### config.mk
export PLATFORM = sky130hd
export DESIGN_NAME = dir_step_ctrl
export DESIGN_NICKNAME = d
export VERILOG_FILES = /design/src/rtl/dir_step_ctrl.sv
export SDC_FILE = /design/constraint.sdc
export NUM_CORES = 1
export LEC_CHECK = 0
export BUFFER_PORTS_ARGS = -buffer_cell sky130_fd_sc_hd__buf_4
export CAP_MARGIN = 25
export CORE_ASPECT_RATIO = 1.5
export CORE_MARGIN = 2
export CORE_UTILIZATION = 60
export DETAILED_ROUTE_END_ITERATION = 6
export PLACE_DENSITY = 0.8
export RECOVER_POWER = 50
export SLEW_MARGIN = 20
export SYNTH_ARGS = -nofsm -noshare
export SYNTH_HDL_FRONTEND = slang
export SYNTH_SLANG_ARGS = --single-unit
### constraint.sdc
create_clock -name clk -period 4.1 [get_ports clk]
set_input_delay 0.41 -clock clk [delete_from_list [all_inputs] [get_ports clk]]
set_output_delay 0.41 -clock clk [all_outputs]
set_load 0.02 [all_outputs]
### src/rtl/dir_step_ctrl.sv
// Direction/step controller: latches key-encoder direction requests, rejects
// 180-degree reversals, and advances a wrap-around head position on each move tick.
module dir_step_ctrl #(
    parameter int GRID_W   = 32,
    parameter int GRID_H   = 24,
    parameter int XW       = 5,
    parameter int YW       = 5,
    parameter int TICK_DIV = 25_000_000
) (
    input  logic          clk,
    input  logic          rst_n,
    input  logic [1:0]    di,
    input  logic          di_valid,
    input  logic          enable,
    input  logic          restart,
    output logic [XW-1:0] head_x,
    output logic [YW-1:0] head_y,
    output logic [1:0]    heading,
    output logic          step,
    output logic          rev_reject
);

    localparam int CW = (TICK_DIV > 1) ? $clog2(TICK_DIV) : 1;

    localparam logic [1:0] DIR_UP    = 2'b00;
    localparam logic [1:0] DIR_DOWN  = 2'b01;
    localparam logic [1:0] DIR_LEFT  = 2'b10;
    localparam logic [1:0] DIR_RIGHT = 2'b11;

    localparam logic [XW-1:0] X_MID   = XW'(GRID_W / 2);
    localparam logic [XW-1:0] X_MAX   = XW'(GRID_W - 1);
    localparam logic [YW-1:0] Y_MID   = YW'(GRID_H / 2);
    localparam logic [YW-1:0] Y_MAX   = YW'(GRID_H - 1);
    localparam logic [CW-1:0] CNT_MAX = CW'(TICK_DIV - 1);

    // di_valid is a one-cycle strobe with no back-pressure: every strobe is
    // either accepted into pending or dropped with a rev_reject pulse.
    logic [CW-1:0] cnt;
    logic [1:0]    pending;
    logic          is_rev;
    logic          accept;
    logic          tick;
    logic [1:0]    new_dir;
    logic [XW-1:0] nx;
    logic [YW-1:0] ny;

    // Reversal is judged against the committed heading, not against pending.
    assign is_rev  = (di[1] == heading[1]) && (di[0] != heading[0]);
    assign accept  = di_valid && !is_rev;
    assign tick    = enable && (cnt == CNT_MAX);
    assign new_dir = accept ? di : pending;

    always_comb begin
        nx = head_x;
        ny = head_y;
        case (new_dir)
            DIR_UP:    ny = (head_y == '0)    ? Y_MAX : head_y - YW'(1);
            DIR_DOWN:  ny = (head_y == Y_MAX) ? '0    : head_y + YW'(1);
            DIR_LEFT:  nx = (head_x == '0)    ? X_MAX : head_x - XW'(1);
            DIR_RIGHT: nx = (head_x == X_MAX) ? '0    : head_x + XW'(1);
            default: ;
        endcase
    end

    always_ff @(posedge clk or negedge rst_n) begin
        if (!rst_n) begin
            cnt <= '0;
        end else if (restart || !enable) begin
            cnt <= '0;
        end else begin
            cnt <= (cnt == CNT_MAX) ? '0 : cnt + CW'(1);
        end
    end

    always_ff @(posedge clk or negedge rst_n) begin
        if (!rst_n) begin
            head_x     <= X_MID;
            head_y     <= Y_MID;
            heading    <= DIR_RIGHT;
            pending    <= DIR_RIGHT;
            step       <= 1'b0;
            rev_reject <= 1'b0;
        end else if (restart) begin
            head_x     <= X_MID;
            head_y     <= Y_MID;
            heading    <= DIR_RIGHT;
            pending    <= DIR_RIGHT;
            step       <= 1'b0;
            rev_reject <= 1'b0;
        end else begin
            rev_reject <= di_valid && is_rev;
            step       <= tick;
            if (tick) begin
                head_x  <= nx;
                head_y  <= ny;
                heading <= new_dir;
                pending <= new_dir;
            end else if (accept) begin
                pending <= di;
            end
        end
    end

endmodule

==> qor.yml <==
sta:
  final.period_utilization_pct: 57.5
  hold_viol_final: 0
  skew_ps: 4.89
  setup-tns-final_ps: 0
  layout_setup_ws_ps: 1740
  tightest_slew_ps: 2140
  period_needed_ps: 2360
  rsz0062_at_grt: "false"
  relSlewSlack_pct: -42.6
  slew_viol_final: 42
  fmax_mhz: 424
  setup_viol: 0
floorplan:
  die_w_um: 55.2
  die_area_um2: 4470
  rows: 27
  core_um2: 3720
  initial_core_util_pct: 63.6
  io_pins: 21
  die_h_um: 80.9
final_layout:
  areaGrowthSynthToFinish_pct: 10.6
  nets: 292
  fillers: 307
  drive_above_1_share_pct: 13.2
  n_antenna_cell: 0
global_route:
  grt_pass1_vias: 1887
  grt_pass1_wl_mm: 8.28
  track_usage_pct: 23.3
  antenna_found_initial: 0
  grt_max_degree: 42
  grt.overflow.total: 0
clock_network:
  htree_levels: 2
  cts_tree: "yes"
  cts_buffer_depth: 2
  cts_setup_buffers: 0
  cts_buffers: 5
  cts_hold_buf: 0
  cts_resized: 0
  cts.sinks: 41
  root_buffer: "clkbuf_8"
  clkTransAtPathRegs_ps: 70
  clock_latency_ps: 290
synthesis:
  synth_ff_type: "dfrtp_1"
  ys_ff_latch: 41
  async_flop_share_pct: 100
  yosysWarnings: 0
  synth_nets: 272
  synth_edf_count: 0
  synth_area_um2: 2360
  syn_inst: 259
  yosysSeqAreaShare_pct: 43.8
  yosysUniqueCellTypes: 51
  syn-mean-instance-area_um2: 9.12
route:
  vias_per_cell: 5.87
  post_drt_wl_per_cell_um: 14.2
  firstDrtPassIters: 4
  highest_layer: "met4"
  wl_met2_mm: 2.40
  met1_length_mm: 1.92
  drt_wl_total_mm: 4.59
  drt-initial-drc-count: 96
  drc: 0
  ant_nets: 0
  wl_met3_um: 171
  dr_total_vias: 1896
status:
  violations: "capacitance limit, slew limit"
  outcome: "finished, violations left"
power:
  power_uw: 793
  p_per_area_nw_per_um2: 303
  cellLeakagePower_nw: 1.09
  vdd_drop_max_mv: 0.285
worst_hold_path:
  holdCritPathClass: "primary input to flip-flop"
  worstHoldPathCells: 3
job:
  max-cap-violations: 1
placement:
  port-buffer-count: 20
  post-dp-hpwl_mm: 3.21
  dp_slack_ps: 1750
  finalWeightedCongestion: 0.890
critical_path:
  cp_max_fo: 10
  arrival_ps: 2540
  rr_worst_depth: 6
  worstSetupPathType: "flip-flop to flip-flop"
  cp_data_required_time_ps: 4280
  critPathLaunchType: "flip-flop"
  endpoint_kind: "flip-flop"
==> critical path, cell delays in order (launching register included) <==
cell,delay [ps]
dfstp_2,580
xnor2_1,230
a211oi_1,180
a211oi_2,600
a21oi_1,240
a21o_1,210
a32o_1,210
==> through the flow <==
step / hold WS, ps / instances / instance area, um2 / util [%]
global route: 401 / 323 / 2610 / 70.3
floorplan: 114 / 259 / 2360 / -
CTS: 103 / 323 / 2640 / 71.0
finish: 396 / 323 / 2610 / 70.3
global placement: 409 / 315 / 2520 / 67.9
detailed placement: 420 / 315 / 2520 / 67.9
==> area by class of cell <==
class / instances / area [um2] / share of cell area (%)
Multi-Input combinational cell: 196 / 1230 / 47.0
Clock buffer: 7 / 86.3 / 3.30
Inverter: 15 / 56.3 / 2.15
Tap cell: 43 / 53.8 / 2.06
Timing Repair Buffer: 20 / 124 / 4.74
Clock inverter: 1 / 30.0 / 1.15
Sequential cell: 41 / 1030 / 39.6
==> power by group <==
group          total (mW)  switching (mW)  internal (mW)
Sequential          0.410         0.00213          0.408
Clock               0.330           0.132          0.198
Combinational      0.0525          0.0373         0.0153
Total               0.793           0.171          0.622
==> cells in the mapped netlist (2+ instances only) <==
cell type	number	area share (%)
and4_1	2	0.74
nor2b_1	3	0.79
a21o_1	2	0.64
a211o_1	2	0.74
nor4_1	3	0.79
or3_1	2	0.53
a211oi_1	3	0.95
mux2i_1	3	1.3
nor4b_1	2	0.74
and2_1	2	0.53
dfrtp_1	34	36
xnor2_1	12	4.4
o2bb2ai_1	2	0.74
ha_1	6	3.2
nor2_1	38	6.0
and3_1	4	1.1
dfstp_2	7	7.8
a211o_2	2	0.85
inv_1	14	2.2
nand3_1	12	2.5
nand4_1	5	1.3
nand2_1	22	3.5
nand2b_1	2	0.53
a21oi_1	14	3.0
a31oi_1	2	0.53
nor3_1	10	2.1
o21ai_0	8	1.7
clkbuf_1	5	0.79
xor2_1	14	5.2
==> metal layers <==
layer	vias up	track usage (%)
met2	45	42.4
li1	940	-
met1	901	26.8
met5	-	0
met3	10	3.98
met4	0	10.2
==> sequential cells by signal (all words and copies together) (netlist names) <==
| register | cells |
|---|---|
| cnt | 25 |
| head_x | 5 |
| head_y | 5 |
| heading | 2 |
| pending | 2 |
| rev_reject | 1 |
| step | 1 |
==> path summary, 6_finish.rpt <==
kind                       startpoint  slack [ps]   endpoint
hold / removal                 enable         400       step
min in group asynchronous       rst_n         740  head_x[2]
hold reg to reg                cnt[0]         520     cnt[0]
max in group asynchronous       rst_n        2140  head_y[4]
setup / recovery           heading[1]        1740  head_y[4]
setup reg to reg           heading[1]        1740  head_y[4]
==> layout by cell type, fill, tap and decap left out, types with 2 or more instances in the layout <==
master      n
a211o_1     2
o21ai_0     8
nor3_1     10
dfrtp_1    34
nand3_1    12
a211oi_1    3
xor2_1     14
nor2_1     38
nand2b_1    2
nor4_1      3
a211o_2     2
clkbuf_1    8
a21oi_1    14
clkbuf_8    6
dfstp_2     6
nand4_1     5
a21o_1      2
or3_1       2
and3_1      4
xnor2_1    12
a31oi_1     2
nor2b_1     3
ha_1        6
nor4b_1     2
buf_4      13
and4_1      2
and2_1      2
inv_1      14
o2bb2ai_1   2
nand2_1    22
mux2i_1     3
==> kinds of logic (layout without fill, tap and decap cells) <==
kind of cell             Yosys count  after routing  synth area share (%)
flip-flops                        41             41                  43.8
AO/OA/AOI/OAI                     45             45                  12.8
AND/OR/NAND/NOR                  115            115                  24.7
adder cells (fa/ha/maj)            6              6                  3.18
buffers and inverters             22             43                  4.18
multiplexers                       4              4                  1.75
XOR/XNOR                          26             26                  9.64
Power figures use the tool's default switching activity.
